File: config.mk
export PLATFORM = sky130hd
export DESIGN_NAME = bcd_to_bin_seq_flat
export DESIGN_NICKNAME = d
export VERILOG_FILES = /design/src/rtl/bcd_pkg.sv /design/src/rtl/bcd_to_bin_seq_if.sv /design/src/rtl/bcd_mac10.sv /design/src/rtl/bcd_to_bin_seq.sv /design/src/flat_wrapper.sv
export SDC_FILE = /design/constraint.sdc
export NUM_CORES = 1
export LEC_CHECK = 0
export BUFFER_PORTS_ARGS = -buffer_cell sky130_fd_sc_hd__buf_2
export CORE_MARGIN = 4
export CORE_UTILIZATION = 58
export CTS_BUF_LIST = sky130_fd_sc_hd__clkbuf_2 sky130_fd_sc_hd__clkbuf_4 sky130_fd_sc_hd__clkbuf_8
export CTS_CLUSTER_DIAMETER = 200
export DETAILED_ROUTE_END_ITERATION = 7
export MAX_ROUTING_LAYER = met4
export PLACE_DENSITY = 0.82
export SKIP_LAST_GASP = 1
export SYNTH_ARGS = -nofsm -noshare
export SYNTH_HDL_FRONTEND = slang
export SYNTH_HIERARCHICAL = 1
export SYNTH_SLANG_ARGS = --single-unit
File: constraint.sdc
create_clock -name clk -period 3.4 [get_ports clk]
set_clock_uncertainty 0.1 [all_clocks]
set_input_delay 0.51 -clock clk [delete_from_list [all_inputs] [get_ports clk]]
set_output_delay 0.51 -clock clk [all_outputs]
set_load 0.1 [all_outputs]
File: src/rtl/bcd_pkg.sv
// Shared definitions for the packed-BCD to binary converter:
// FSM state encoding, BCD digit constants and the result-width helper.
package bcd_pkg;

   typedef enum logic [1:0] {
      IDLE = 2'd0,
      CONV = 2'd1,
      DONE = 2'd2
   } bcd_state_e;

   localparam int         BCD_DIGIT_W   = 4;
   localparam logic [3:0] BCD_MAX_DIGIT = 4'd9;

   // Smallest result width able to hold 10^digits - 1.
   function automatic int bcd_min_bin_w(input int digits);
      longint unsigned max_val;
      int              w;
      max_val = 64'd1;
      w       = 0;
      for (int i = 0; i < digits; i++) begin
         max_val = max_val * 64'd10;
      end
      max_val = max_val - 64'd1;
      while (max_val != 64'd0) begin
         max_val = max_val >> 1;
         w++;
      end
      return w;
   endfunction

endpackage

File: src/rtl/bcd_to_bin_seq_if.sv
// Handshake bundle for bcd_to_bin_seq: BCD word in, binary result out.
// master = upstream/downstream side driving the converter, slave = converter.
interface bcd_to_bin_seq_if #(
   parameter int DIGITS = 4,
   parameter int BIN_W  = 14
);

   logic                  in_valid;
   logic                  in_ready;
   logic [4*DIGITS-1:0]   in_bcd;
   logic                  out_valid;
   logic                  out_ready;
   logic [BIN_W-1:0]      out_bin;
   logic                  out_err;

   modport master (
      output in_valid,
      output in_bcd,
      output out_ready,
      input  in_ready,
      input  out_valid,
      input  out_bin,
      input  out_err
   );

   modport slave (
      input  in_valid,
      input  in_bcd,
      input  out_ready,
      output in_ready,
      output out_valid,
      output out_bin,
      output out_err
   );

endinterface

File: src/rtl/bcd_mac10.sv
// One decimal fold step: acc*10 + digit, truncated to BIN_W bits.
// The multiply by ten is built from two shifts and an add.
module bcd_mac10
   import bcd_pkg::*;
#(
   parameter int BIN_W = 14
) (
   input  logic [BIN_W-1:0]       acc_i,
   input  logic [BCD_DIGIT_W-1:0] digit_i,
   output logic [BIN_W-1:0]       sum_o
);

   // (acc<<3) + (acc<<1) + digit, all carried at BIN_W bits.
   always_comb begin
      sum_o = (acc_i << 3) + (acc_i << 1) + BIN_W'(digit_i);
   end

endmodule

File: src/rtl/bcd_to_bin_seq.sv
// Sequential packed-BCD to binary converter. Folds one digit per cycle,
// most significant first. Optional illegal-digit detection is enabled by
// defining BCD2BIN_DIGIT_CHECK_EN; otherwise out_err is tied low and
// illegal digits are folded as their raw 4-bit value.
module bcd_to_bin_seq
   import bcd_pkg::*;
#(
   parameter int DIGITS = 4,
   parameter int BIN_W  = 14
) (
   input  logic              clk,
   input  logic              rst_n,
   bcd_to_bin_seq_if.slave   bus_if
);

   localparam int SR_W  = BCD_DIGIT_W * DIGITS;
   localparam int CNT_W = (DIGITS > 1) ? $clog2(DIGITS) : 1;

   // Reject configurations that cannot hold the largest legal value.
   if (DIGITS < 1 || DIGITS > 8) begin : g_bad_digits
      $error("bcd_to_bin_seq: DIGITS must be in 1..8");
   end
   if (BIN_W < bcd_min_bin_w(DIGITS)) begin : g_bad_bin_w
      $error("bcd_to_bin_seq: BIN_W too small for DIGITS");
   end

   bcd_state_e                state_q, state_d;
   logic [SR_W-1:0]           sr_q, sr_d;
   logic [BIN_W-1:0]          acc_q, acc_d;
   logic [CNT_W-1:0]          cnt_q, cnt_d;
   logic [BCD_DIGIT_W-1:0]    digit;
   logic [BIN_W-1:0]          mac_sum;
   logic                      accept;
   logic                      done;

   assign digit  = sr_q[SR_W-1 -: BCD_DIGIT_W];
   assign accept = (state_q == IDLE) && bus_if.in_valid;
   assign done   = (state_q == DONE);

   bcd_mac10 #(
      .BIN_W (BIN_W)
   ) u_mac10 (
      .acc_i   (acc_q),
      .digit_i (digit),
      .sum_o   (mac_sum)
   );

   // Next state and datapath update: load on accept, fold while converting,
   // hold the result until the downstream takes it.
   always_comb begin
      state_d = state_q;
      sr_d    = sr_q;
      acc_d   = acc_q;
      cnt_d   = cnt_q;
      case (state_q)
         IDLE: begin
            if (bus_if.in_valid) begin
               sr_d    = bus_if.in_bcd;
               acc_d   = '0;
               cnt_d   = CNT_W'(DIGITS - 1);
               state_d = CONV;
            end
         end
         CONV: begin
            acc_d = mac_sum;
            sr_d  = sr_q << BCD_DIGIT_W;
            cnt_d = cnt_q - 1'b1;
            if (cnt_q == '0) begin
               state_d = DONE;
            end
         end
         DONE: begin
            if (bus_if.out_ready) begin
               state_d = IDLE;
            end
         end
         default: begin
            state_d = IDLE;
         end
      endcase
   end

   // State and datapath registers; reset aborts any conversion in flight.
   always_ff @(posedge clk or negedge rst_n) begin
      if (!rst_n) begin
         state_q <= IDLE;
         sr_q    <= '0;
         acc_q   <= '0;
         cnt_q   <= '0;
      end else begin
         state_q <= state_d;
         sr_q    <= sr_d;
         acc_q   <= acc_d;
         cnt_q   <= cnt_d;
      end
   end

   assign bus_if.in_ready  = (state_q == IDLE);
   assign bus_if.out_valid = done;

`ifdef BCD2BIN_DIGIT_CHECK_EN
   logic err_q, err_d;

   // Sticky illegal-digit flag, cleared when a new word is accepted.
   always_comb begin
      err_d = err_q;
      if (accept) begin
         err_d = 1'b0;
      end else if ((state_q == CONV) && (digit > BCD_MAX_DIGIT)) begin
         err_d = 1'b1;
      end
   end

   // Error flag register.
   always_ff @(posedge clk or negedge rst_n) begin
      if (!rst_n) begin
         err_q <= 1'b0;
      end else begin
         err_q <= err_d;
      end
   end

   // A flagged conversion presents zero rather than a meaningless value.
   assign bus_if.out_err = done && err_q;
   assign bus_if.out_bin = (done && !err_q) ? acc_q : '0;
`else
   assign bus_if.out_err = 1'b0;
   assign bus_if.out_bin = done ? acc_q : '0;
`endif

endmodule
File: src/flat_wrapper.sv
// flat-port wrapper written by rule: the top's interface ports become plain ports
module bcd_to_bin_seq_flat import bcd_pkg::*;
#(
   parameter int DIGITS = 4,
   parameter int BIN_W  = 14
)
  (clk, rst_n, bus_if_in_valid, bus_if_in_bcd, bus_if_out_ready, bus_if_in_ready, bus_if_out_valid, bus_if_out_bin, bus_if_out_err);
  bcd_to_bin_seq_if #(.DIGITS(DIGITS), .BIN_W(BIN_W)) bus_if_i ();
  input  logic clk;
  input  logic rst_n;
  input wire logic [$bits(bus_if_i.in_valid)-1:0] bus_if_in_valid;
  input wire logic [$bits(bus_if_i.in_bcd)-1:0] bus_if_in_bcd;
  input wire logic [$bits(bus_if_i.out_ready)-1:0] bus_if_out_ready;
  output wire logic [$bits(bus_if_i.in_ready)-1:0] bus_if_in_ready;
  output wire logic [$bits(bus_if_i.out_valid)-1:0] bus_if_out_valid;
  output wire logic [$bits(bus_if_i.out_bin)-1:0] bus_if_out_bin;
  output wire logic [$bits(bus_if_i.out_err)-1:0] bus_if_out_err;
  assign bus_if_i.in_valid = bus_if_in_valid;
  assign bus_if_i.in_bcd = bus_if_in_bcd;
  assign bus_if_i.out_ready = bus_if_out_ready;
  assign bus_if_in_ready = bus_if_i.in_ready;
  assign bus_if_out_valid = bus_if_i.out_valid;
  assign bus_if_out_bin = bus_if_i.out_bin;
  assign bus_if_out_err = bus_if_i.out_err;
  bcd_to_bin_seq #(.DIGITS(DIGITS), .BIN_W(BIN_W)) u_core (.clk(clk), .rst_n(rst_n), .bus_if(bus_if_i));
endmodule
### Yosys cells after proc, flatten, opt, wreduce, memory -nomap -nowiden

Cells that the tools add are included.

| cells by class | value |
|---|---|
| equality and inequality tests | 5 |
| add/subtract/negate cells | 3 |
| mux-type cells | 11 |
| reductions and logical operators | 5 |

Operator list:

| kind | count |
|---|---|
| $pmux 16 s2 | 1 |
| $mux 14 | 2 |
| $pmux 14 s2 | 1 |
| $mux 16 | 1 |
| $add 14x14->14 | 1 |
| $add 14x4->14 | 1 |
| $mux 2 | 4 |
| $pmux 2 s3 | 1 |
| $logic_not 2->1 | 2 |
| $ne 2x2->1 const B | 2 |
| $pmux 2 s2 | 1 |
| $reduce_and 3->1 | 1 |
| $eq 2x1->1 const B | 1 |
| $eq 2x2->1 const B | 1 |
| $ne 2x1->1 const B | 1 |
| $reduce_and 2->1 | 1 |
| $reduce_bool 2->1 | 1 |
| $sub 2x1->2 const B | 1 |

| storage, ports and cells | value |
|---|---|
| register bits after elaboration | 34 |
| bits of input ports | 20 |

### Logic depth before layout (Yosys ltp)

Gate-level depths: netlist of the first run.

| depth | value |
|---|---|
| word-level depth | 3 |
| mapped depth | 10 |
| gate-level depth less buffers | 10 |

### By module

The synthesis of the first run kept the hierarchy.

By module, submodules not included:

| module | area each (um^2) | seq. area each (um^2) | cells each | times used |
|---|---|---|---|---|
| bcd_to_bin_seq | 1591.5 | 850.8 | 142 | 1 |
| bcd_mac10 | 655.6 | 0.0 | 75 | 1 |

### Worst setup path after synthesis of the first run

OpenSTA, ideal clock, no wires.

| timing | value |
|---|---|
| path type | register to output |
| start point | register u_core.state_q[0] |
| end point | output bus_if_out_bin[0] |
| data arrival time | 2.020 ns |
| setup slack | 0.770 ns |
| stages on the path, launching flop included | 5 |
| required time | 2.790 ns |
| cell sequence | dfrtp_1 -> buf_4 -> nor2b_2 -> buf_2 -> and2_1 |

| on the way | value |
|---|---|
| cells in the longest elaborated chain, start to end | 2 |

Ends and longest elaborated chain:

| what | RTL line | text |
|---|---|---|
| start: declaration | bcd_to_bin_seq.sv:27 | `bcd_state_e state_q, state_d;` |
| start signal: assignment | bcd_to_bin_seq.sv:91 | `state_q <= state_d;` |
| $eq 2x2->1 | bcd_to_bin_seq.sv:38 | `assign done = (state_q == DONE);` |
| via bus_if_out_valid | flat_wrapper.sv:15 | `output wire logic [$bits(bus_if_i.out_valid)-1:0] bus_if_out_valid;` |
| $mux 14 | bcd_to_bin_seq.sv:128 | `assign bus_if.out_bin = done ? acc_q : '0;` |
| end: declaration | flat_wrapper.sv:16 | `output wire logic [$bits(bus_if_i.out_bin)-1:0] bus_if_out_bin;` |

The timed path passes the listed nets, and every way through them passes these cells.

### Final worst setup path of the first run

| timing | value |
|---|---|
| start point | register u_core.acc_q[0] |
| end point | register u_core.acc_q[12] |

| on the way | value |
|---|---|
| cells in the longest elaborated chain, start to end | 3 |

Ends and longest elaborated chain:

| what | RTL line | text |
|---|---|---|
| start: declaration | bcd_to_bin_seq.sv:29 | `logic [BIN_W-1:0] acc_q, acc_d;` |
| start signal: assignment | bcd_to_bin_seq.sv:88 | `acc_q <= '0;` |
| start signal: assignment | bcd_to_bin_seq.sv:93 | `acc_q <= acc_d;` |
| $add 14x14->14 | bcd_mac10.sv:15 | `sum_o = (acc_i << 3) + (acc_i << 1) + BIN_W'(digit_i);` |
| $add 14x4->14 | bcd_mac10.sv:15 |  |
| via u_core.mac_sum[12] | bcd_to_bin_seq.sv:32 | `logic [BIN_W-1:0] mac_sum;` |
| $pmux 14 s2 | bcd_to_bin_seq.sv:55 | `case (state_q)` |

The timed path passes the listed nets, and every way through them passes these cells.
A chain may end at the register's enable or synchronous reset.

==> results of run 1 <==
## layout by cell type, fill, tap and decap left out, drive strengths merged, types with 4 or more instances in the layout
master,n
nor2b,14
dfrtp,34
buf,36
xnor2,6
nand3b,4
nand3,6
a21oi,8
clkbuf,6
a22o,15
xor2,5
nand2,5
a222oi,12
and2,14
inv,26
o221ai,4
ha,23
## final cells by class
class | count | area, sq um
clock buffers | 6 | 82.6
clock inverters | 2 | 60.1
fillers | 301 | 1180
inverters | 26 | 97.6
multi-input cells | 143 | 1200
flip-flops and latches | 34 | 851
well taps | 48 | 60.1
repair buffers | 36 | 183
## state kept, by name (all words and copies together) (netlist names)
register        cells
u_core/state_q      2
u_core/acc_q       14
u_core/sr_q        16
u_core/cnt_q        2
## synth_stat cells, types with 3 or more instances
cell,n
inv_1,26
a21oi_1,8
ha_1,23
buf_2,5
nand2b_1,3
a22o_1,15
xnor2_1,6
buf_4,6
a222oi_1,12
nand2_1,5
nand3b_1,4
and2_1,14
dfrtp_1,34
nand3_1,5
o221ai_1,4
a31oi_1,3
nor2b_1,13
xor2_1,5
## metal layers
metal / routed length (microns) / part of all wire, % / track usage, % / vias up
met5: 0 / 0 / - / -
met4: 74 / 1.6 / 7.02 / 0
met3: 187 / 4.2 / 6.04 / 9
met2: 2140 / 47 / 29.7 / 35
met1: 2100 / 47 / 26.4 / 823
li1: - / - / - / 832
## how the worst min path moves through the flow
stage	cells past startpoint	slack, ns	to
after floorplan	0	0.11	u_core/acc_q[0]$_DFFE_PN0P_
after global placement	2	0.37	u_core/sr_q[3]$_DFFE_PN0P_
after detailed placement	2	0.39	u_core/sr_q[2]$_DFFE_PN0P_
after CTS	1	0.20	u_core/sr_q[2]$_DFFE_PN0P_
after global routing	1	0.23	u_core/sr_q[2]$_DFFE_PN0P_
final	1	0.18	u_core/sr_q[2]$_DFFE_PN0P_
## worst max-delay path: stages (launching register included)
cell	delay, ns
dfrtp_1	0.39
inv_1	0.08
fa_1	0.53
inv_1	0.06
fa_1	0.47
a21o_1	0.20
nand4_1	0.09
nand3_1	0.13
a211oi_1	0.31
xnor2_1	0.10
a22o_1	0.20
## cells by family after synthesis
| logic type | after synthesis | share of synthesized area (%) |
|---|---|---|
| compound gates | 54 | 20.2 |
| simple gates | 51 | 13.9 |
| buf+inv | 40 | 8.63 |
| flops | 34 | 37.9 |
| fa+ha+maj | 25 | 14.6 |
| xor+xnor | 11 | 4.29 |
| other cells | 1 | 0.167 |
| mux | 1 | 0.445 |
## power by group through the flow
| stage | clock, mW | combinational (mW) | sequential, mW |
|---|---|---|---|
| final | 0.465 | 1.79 | 0.757 |
| after global routing | 0.491 | 2.00 | 0.784 |
| after CTS | 0.472 | 1.79 | 0.757 |
| after detailed placement | 0 | 1.75 | 0.764 |
| after global placement | 0 | 1.72 | 0.758 |
| after floorplan | 0 | 1.55 | 0.698 |
## metrics by stage
step / hold WS [ns] / setup WS [ns] / utilization (%) / area [sq um]
3_5_place_dp: 0.386 / 0.728 / 64.5 / 2400
5_1_grt: 0.230 / 0.460 / 68.3 / 2540
6_report: 0.178 / 0.629 / 68.3 / 2540
4_1_cts: 0.195 / 0.640 / 68.3 / 2540
2_1_floorplan: 0.114 / 0.770 / - / 2250
3_3_place_gp: 0.373 / 0.785 / 64.5 / 2400
==> out/metrics.yaml, run 1 <==
run_status:
  outcome: "finished, final reports clean"
clock_tree:
  clk_latency_ns: 0.29
  cts_made_buffers: 5
  clk_path_buf_depth: 2
  cts_root_buffer: "clkbuf_8"
  cts_setup_buffers: 0
  cts_tree: "done"
  cts_sinks: 34
  htreeDepth: 2
  hold_buffers: 0
  cts_resized: 0
  cts.clk_slew.worst_paths_ns: 0.07
global_routing:
  antenna_found_initial: 0
  track_usage_pct: 20.2
  overflow: 0
  grt_pass1_vias: 1583
  grt_max_degree: 35
  grt_pass1_wl_mm: 7.58
drt:
  vias: 1699
  firstDrtPassIters: 5
  drtIter0Drc: 128
  avgViaCountPerCell: 5.76
  wl_per_cell_microns: 15.3
  detail-route-antenna-nets: 0
  drc: 0
  wl_mm: 4.50
worst_setup_path:
  worstSetupPathType: "reg2reg"
  r2r_end: "u_core/acc_q[12]$_DFFE_PN0P_"
  r2r_start: "u_core/acc_q[0]$_DFFE_PN0P_"
  end_kind: "register"
  cp_max_fo: 4
  reg2regPathDepth: 10
  worstSetupStartpoint: "u_core/acc_q[0]$_DFFE_PN0P_"
  r2r_slack_ns: 0.63
  start_kind: "register"
  worstPathRequired_ns: 3.48
  cp-endpoint: "u_core/acc_q[12]$_DFFE_PN0P_"
  cp_data_arrival_time_ns: 2.85
final_layout:
  layout.nets: 291
  stdcell_count: 295
  syn2layout_area_growth_pct: 13.0
  antenna_cells: 0
  drive_above_1_share_pct: 20.6
floorplanning:
  die_h_microns: 70.2
  ios: 37
  start_util_pct: 60.5
  row_count: 22
  die-area_sq_um: 4930
  die_x_microns: 70.2
  core_sq_um: 3720
pwr:
  power_frac_clock_pct: 15.4
  pwr-share-comb_pct: 59.5
  pwr-share-seq_pct: 25.1
  power.leakage_nw: 1.31
  p_sw_mw: 1.35
  peakVddDrop_mv: 0.689
  swShare_pct: 44.8
  totalPowerFinal_mw: 3.01
  intPower_mw: 1.66
  powerDensity_nw_per_um2: 1190
synth:
  synth_area_sq_um: 2250
  synth_cell_type_count: 41
  ys_top_cells_by_area: "dfrtp_1, ha_1, a22o_1"
  synth_edf_count: 0
  synth_area_per_cell_sq_um: 10.4
  synth_nets: 262
  synthArstFlopShare_pct: 100
  synth_warnings: 6
  ys_ff_latch: 34
  synth_ff_type: "dfrtp_1"
  yosys.area.top_type_share_pct: 37.9
  yosysSeqAreaShare_pct: 37.9
  netlist_instances: 217
  yosysTopAreaCell: "dfrtp_1"
job:
  cap_violations: 0
timing:
  rsz0062_at_grt: "false"
  timing.fmax_ghz: 0.361
  tns_ns: 0
  finalSetupViolations: 0
  final_max_slew_viol_count: 0
  relSlewSlack_pct: 50.1
  finalWorstPathRequiredPeriod_ns: 2.77
  finalHoldViolations: 0
  fin_crit_sh_pct: 81.5
  worst_pin_slew_ns: 0.749
hold_path:
  hp-class: "in2async"
placement:
  dpl.cell_count: 287
  globalplace.congestion: 0.952
  dp_hpwl_mm: 3.17
  numPortBuffers: 35
No activity file was read; power rests on OpenSTA's default activity.
==> run 2, diff against run 1 <==
==> constraint.sdc (replaced) <==
create_clock -name clk -period 2.8 [get_ports clk]
set_clock_uncertainty 0.1 [all_clocks]
set_input_delay 0.42 -clock clk [delete_from_list [all_inputs] [get_ports clk]]
set_output_delay 0.42 -clock clk [all_outputs]
set_load 0.1 [all_outputs]
==> run 2 against run 1 <==
Sequential share of layout area grew 0.099 points. Total power is 20% higher. Fmax rose by 4.0%. Global-route usage fell by 0.27 points. Clock power shrank 2%. Sequential power increased by 21%. Critical path type unchanged. Via count increased by 1.8%. Register-to-register slack lost 0.49 ns.
==> out/metrics.yaml, run 2 (synthesized netlist as in run 1, its figures left out) <==
run_status:
  outcome: "finished, final reports clean"
global_routing:
  grt_max_degree: 35  # unchanged
  grt_use_met1_pct: 26.8  # +0.47 points
  antenna_found_initial: 0  # unchanged
  grt_use_met2_pct: 29.4  # -0.31 points
  grt_pass1_vias: 1584  # +0.063%
  grt-busiest-layer: "met2"
  overflow: 0  # unchanged
  grt_pass1_wl_mm: 7.65  # +0.91%
  track_usage_pct: 19.9  # -0.27 points
  gr-usage-met3_pct: 4.75  # -1.3 points
final_layout:
  layout_commonest_cell: "buf_2"
  reg_top3: "u_core/sr_q: 16 flops, u_core/acc_q: 14 flops"
  syn2layout_area_growth_pct: 12.6
  regMostFlops: "u_core/sr_q"
  largest_reg_flops: 16  # unchanged
  antenna_cells: 0  # unchanged
  stdcell_count: 296  # +0.34%
  final_util_pct: 68.1  # -0.20 points
  stdcell_area_sq_um: 2530  # -0.30%
  drive_above_1_share_pct: 21.8  # +1.1 points
  layout.nets: 293  # +0.69%
  fillers: 284  # -5.6%
  final_cell_mix: "buf_2, dfrtp_1, inv_1"
timing:
  rsz0062_at_grt: "false"
  tns_ns: 0  # unchanged
  hold_slack_ns: 0.0950  # -0.0833 ns
  final_max_slew_viol_count: 0  # unchanged
  setup_ws_ns: 0.135  # -0.494 ns
  finalHoldViolations: 0  # unchanged
  timing.fmax_ghz: 0.375  # +4.0%
  fin_crit_sh_pct: 95.2  # +14 points
  relSlewSlack_pct: 50.2  # +0.095 points
  worst_pin_slew_ns: 0.747  # -0.00142 ns
  finalSetupViolations: 0  # unchanged
  finalWorstPathRequiredPeriod_ns: 2.67  # -0.106 ns
clock_tree:
  cts_made_buffers: 5  # unchanged
  cts_tree: "done"
  clk_path_buf_depth: 2  # unchanged
  cts.clk_slew.worst_paths_ns: 0.07  # about the same
  hold_buffers: 0  # unchanged
  cts_sinks: 34  # unchanged
  clk_latency_ns: 0.29  # about the same
  cts_root_buffer: "clkbuf_8"
  htreeDepth: 2  # unchanged
drt:
  wl_mm: 4.58  # +1.7%
  drtIter0Drc: 144  # +13%
  avgViaCountPerCell: 5.84  # +1.5%
  detail-route-antenna-nets: 0  # unchanged
  vias: 1730  # +1.8%
  drc: 0  # unchanged
  wl_per_cell_microns: 15.5  # +1.4%
  firstDrtPassIters: 5  # unchanged
pwr:
  peakVddDrop_mv: 0.742  # +7.7%
  powerDensity_nw_per_um2: 1430  # +20%
  totalPowerFinal_mw: 3.61  # +20%
  power.leakage_nw: 1.30  # -0.37%
placement:
  globalplace.congestion: 0.959  # +0.77%
  dp_slack_ns: 0.0968  # -0.631 ns
  dp_hpwl_mm: 3.16  # -0.26%
  numPortBuffers: 35  # unchanged
  place_area_sq_um: 2400  # +0.31%
  dpl.cell_count: 288  # +0.35%
floorplanning:
  ios: 37  # unchanged
  die-area_sq_um: 4930  # unchanged
  core_sq_um: 3720  # unchanged
  row_count: 22  # unchanged
  die_x_microns: 70.2  # unchanged
  start_util_pct: 60.5  # unchanged
  die_h_microns: 70.2  # unchanged
worst_setup_path:
  end_kind: "register"
  start_kind: "register"
  cp_max_fo: 4  # unchanged
  cp_data_arrival_time_ns: 2.75  # -0.10 ns
  worstSetupPathType: "reg2reg"
  worstPathRequired_ns: 2.88  # -0.60 ns
hold_path:
  hp-class: "in2async"
job:
  cap_violations: 0  # unchanged
-- run 2: cell count changes in the layout (fill, tap and decap cells not counted), sizes merged --
cell	change
bufinv	-1
buf	+2
-- run 2: cell type report --
cell class	count	area, sq um	area share [%]
Multi-Input combinational cell	143	1210	47.9
Sequential cell	34	851	33.6
Timing Repair Buffer	38	198	7.81
Inverter	26	97.6	3.86
Clock buffer	6	82.6	3.26
Tap cell	48	60.1	2.37
Clock inverter	1	30.0	1.19
-- run 2: path summary, 6_finish.rpt --
check | start | cells after the start | to | slack (ns)
max | u_core/acc_q[2]$_DFFE_PN0P_ | 10 | u_core/acc_q[13]$_DFFE_PN0P_ | 0.13
min | rst_n | 1 | u_core/acc_q[9]$_DFFE_PN0P_ | 0.09
max reg2reg | u_core/acc_q[2]$_DFFE_PN0P_ | 10 | u_core/acc_q[13]$_DFFE_PN0P_ | 0.13
min reg2reg | u_core/sr_q[2]$_DFFE_PN0P_ | 2 | u_core/sr_q[2]$_DFFE_PN0P_ | 0.40
max in group asynchronous | rst_n | 1 | u_core/acc_q[1]$_DFFE_PN0P_ | 2.03
min in group clk | bus_if_out_ready | 3 | u_core/state_q[1]$_DFFE_PN0P_ | 0.33
-- run 2: what timing repair did --
action,in CTS,in global routing
gates resized for setup,0,2
endpoints found under the setup margin,0,2
buffers inserted,0,1
-- run 2: per-layer routing --
layer	vias to the layer above	part of all wire, %	routed length, microns
li1	839	-	-
met1	848	46	2110
met2	36	49	2230
met3	7	3.8	172
met4	0	1.5	69
met5	-	0	0
-- run 2: worst max-delay path, cell delays in order (launching register included) --
cell and delay (ns):
dfrtp_1 0.41, inv_1 0.08, fa_1 0.50, inv_1 0.07
ha_1 0.30, a21oi_1 0.21, o211ai_2 0.16, o2111ai_2 0.25
a31oi_1 0.13, xnor2_1 0.15, a22o_1 0.20
-- run 2: report_power, final --
group / switching, mW / internal [mW]
logic: 1.30 / 0.930
registers: 0.182 / 0.737
clock network: 0.174 / 0.285
==> run 3, diff against run 2 <==
--- a/config.mk
+++ b/config.mk
@@ -13,6 +13,7 @@
 export DETAILED_ROUTE_END_ITERATION = 7
 export MAX_ROUTING_LAYER = met4
 export PLACE_DENSITY = 0.82
+export SETUP_SLACK_MARGIN = 0.15
 export SKIP_LAST_GASP = 1
 export SYNTH_ARGS = -nofsm -noshare
 export SYNTH_HDL_FRONTEND = slang
==> run 3 against run 2 <==
Critical path depth rose by 1. Worst setup slack improved by 0.074 ns. Non-clock buffer count rose by 2. Count of clock-buffer cells in the layout did not move. Register-to-register slack improved by 0.07 ns. Via count rose by 0.17%. Die area did not move. Combinational power rose by 2%. Cell count rose by 0.68%. Utilization rose by 0.77 points.
==> out/metrics.yaml, run 3 (synthesized netlist as in run 1, its figures left out) <==
run_status:
  outcome: "finished, final reports clean"
pwr:
  powerDensity_nw_per_um2: 1430  # +0.38%
  power.leakage_nw: 1.32  # +1.4%
  peakVddDrop_mv: 0.755  # +1.8%
  totalPowerFinal_mw: 3.67  # +1.5%
drt:
  vias: 1733  # +0.17%
  firstDrtPassIters: 5  # unchanged
  drc: 0  # unchanged
  wl_per_cell_microns: 15.6  # +0.80%
  drtIter0Drc: 127  # -12%
  wl_mm: 4.65  # +1.5%
  avgViaCountPerCell: 5.82  # -0.50%
  detail-route-antenna-nets: 0  # unchanged
worst_setup_path:
  start_kind: "register"
  cp_max_fo: 3  # -1
  worstSetupPathType: "reg2reg"
  cp_data_arrival_time_ns: 2.67  # -0.08 ns
  end_kind: "register"
  worstPathRequired_ns: 2.88  # about the same
final_layout:
  final_util_pct: 68.9  # +0.77 points
  syn2layout_area_growth_pct: 13.9
  fillers: 279  # -1.8%
  largest_reg_flops: 16  # unchanged
  layout_commonest_cell: "buf_2"
  drive_above_1_share_pct: 23.2  # +1.4 points
  antenna_cells: 0  # unchanged
  final_cell_mix: "buf_2, dfrtp_1, inv_1"
  multi_input_area_sq_um: 1230  # +1.1%
  reg_top3: "u_core/sr_q: 16 flops, u_core/acc_q: 14 flops"
  layout.nets: 295  # +0.68%
  regMostFlops: "u_core/sr_q"
  register_area_sq_um: 851  # unchanged
placement:
  dp_hpwl_mm: 3.16  # unchanged
  numPortBuffers: 35  # unchanged
  globalplace.congestion: 0.959  # unchanged
clock_tree:
  cts_made_buffers: 5  # unchanged
  cts_tree: "done"
  clk_path_buf_depth: 2  # unchanged
  cts.clk_slew.worst_paths_ns: 0.07  # about the same
  cts_sinks: 34  # unchanged
  hold_buffers: 0  # unchanged
  htreeDepth: 2  # unchanged
  cts_root_buffer: "clkbuf_8"
  clk_latency_ns: 0.29  # about the same
timing:
  fin_crit_sh_pct: 92.6  # -2.6 points
  hold_slack_ns: 0.0941  # -0.000823 ns
  relSlewSlack_pct: 49.9  # -0.30 points
  finalHoldViolations: 0  # unchanged
  finalSetupViolations: 0  # unchanged
  finalWorstPathRequiredPeriod_ns: 2.59  # -0.0739 ns
  timing.fmax_ghz: 0.386  # +2.9%
  rsz0062_at_grt: "true"
  final_max_slew_viol_count: 0  # unchanged
  worst_pin_slew_ns: 0.752  # +0.00446 ns
  tns_ns: 0  # unchanged
global_routing:
  antenna_found_initial: 0  # unchanged
  grt_pass1_vias: 1610  # +1.6%
  grt_pass1_wl_mm: 7.80  # +1.9%
  grt_max_degree: 35  # unchanged
  overflow: 0  # unchanged
  track_usage_pct: 20.2  # +0.34 points
job:
  cap_violations: 0  # unchanged
floorplanning:
  die_x_microns: 70.2  # unchanged
  ios: 37  # unchanged
  die_h_microns: 70.2  # unchanged
  core_sq_um: 3720  # unchanged
  row_count: 22  # unchanged
  die-area_sq_um: 4930  # unchanged
  start_util_pct: 60.5  # unchanged
hold_path:
  hp-class: "in2async"
-- run 3: power breakdown --
group	switching (mW)	internal [mW]
Combinational	1.32	0.959
Clock	0.180	0.285
Sequential	0.181	0.736
-- run 3: path summary, 6_finish.rpt --
path / from / cells after the start / end / slack, ns
max in group asynchronous: rst_n / 1 / u_core/sr_q[7]$_DFFE_PN0P_ / 2.03
max reg2reg: u_core/acc_q[0]$_DFFE_PN0P_ / 11 / u_core/acc_q[12]$_DFFE_PN0P_ / 0.21
min in group clk: bus_if_out_ready / 3 / u_core/state_q[1]$_DFFE_PN0P_ / 0.33
min reg2reg: u_core/sr_q[2]$_DFFE_PN0P_ / 2 / u_core/sr_q[2]$_DFFE_PN0P_ / 0.39
min: rst_n / 1 / u_core/sr_q[12]$_DFFE_PN0P_ / 0.09
max: u_core/acc_q[0]$_DFFE_PN0P_ / 11 / u_core/acc_q[12]$_DFFE_PN0P_ / 0.21
-- run 3: metal layers --
metal / global-route usage, % / up-vias / wire length (microns)
met2: 30.2 / 33 / 2220
li1: - / 844 / -
met3: 4.75 / 7 / 204
met1: 27.1 / 849 / 2150
met4: 6.60 / 0 / 69
met5: - / - / 0
-- run 3: cell type report --
class,count,share of cell area [%]
clock inverter,1,1.17
sequential,34,33.2
clock buffer,6,3.23
inverter,26,3.81
multi-input combinational,143,47.9
timing repair buffer,40,8.31
tap,48,2.35
-- run 3: what timing repair did --
action	4_1_cts	5_1_grt
buffers inserted	2	1
endpoints found under the setup margin	2	17
resized for setup	1	4
pin swaps	0	4
cloned	0	0
-- run 3: critical path: stages (launching register included) --
cell      delay, ns
dfrtp_1        0.38
buf_4          0.13
buf_4          0.13
ha_1           0.19
ha_1           0.23
fa_2           0.37
a21o_1         0.18
nand4_1        0.10
nand3_2        0.10
a211oi_2       0.26
xnor2_1        0.09
a22o_1         0.21
-- run 3: per-stage QoR --
step	cells	cell area, sq um	setup WS [ns]
after global routing	298	2560	0.0690
after detailed placement	288	2400	0.0968
after global placement	288	2400	0.186
after CTS	297	2540	0.172
after floorplan	217	2250	0.260
final	298	2560	0.209
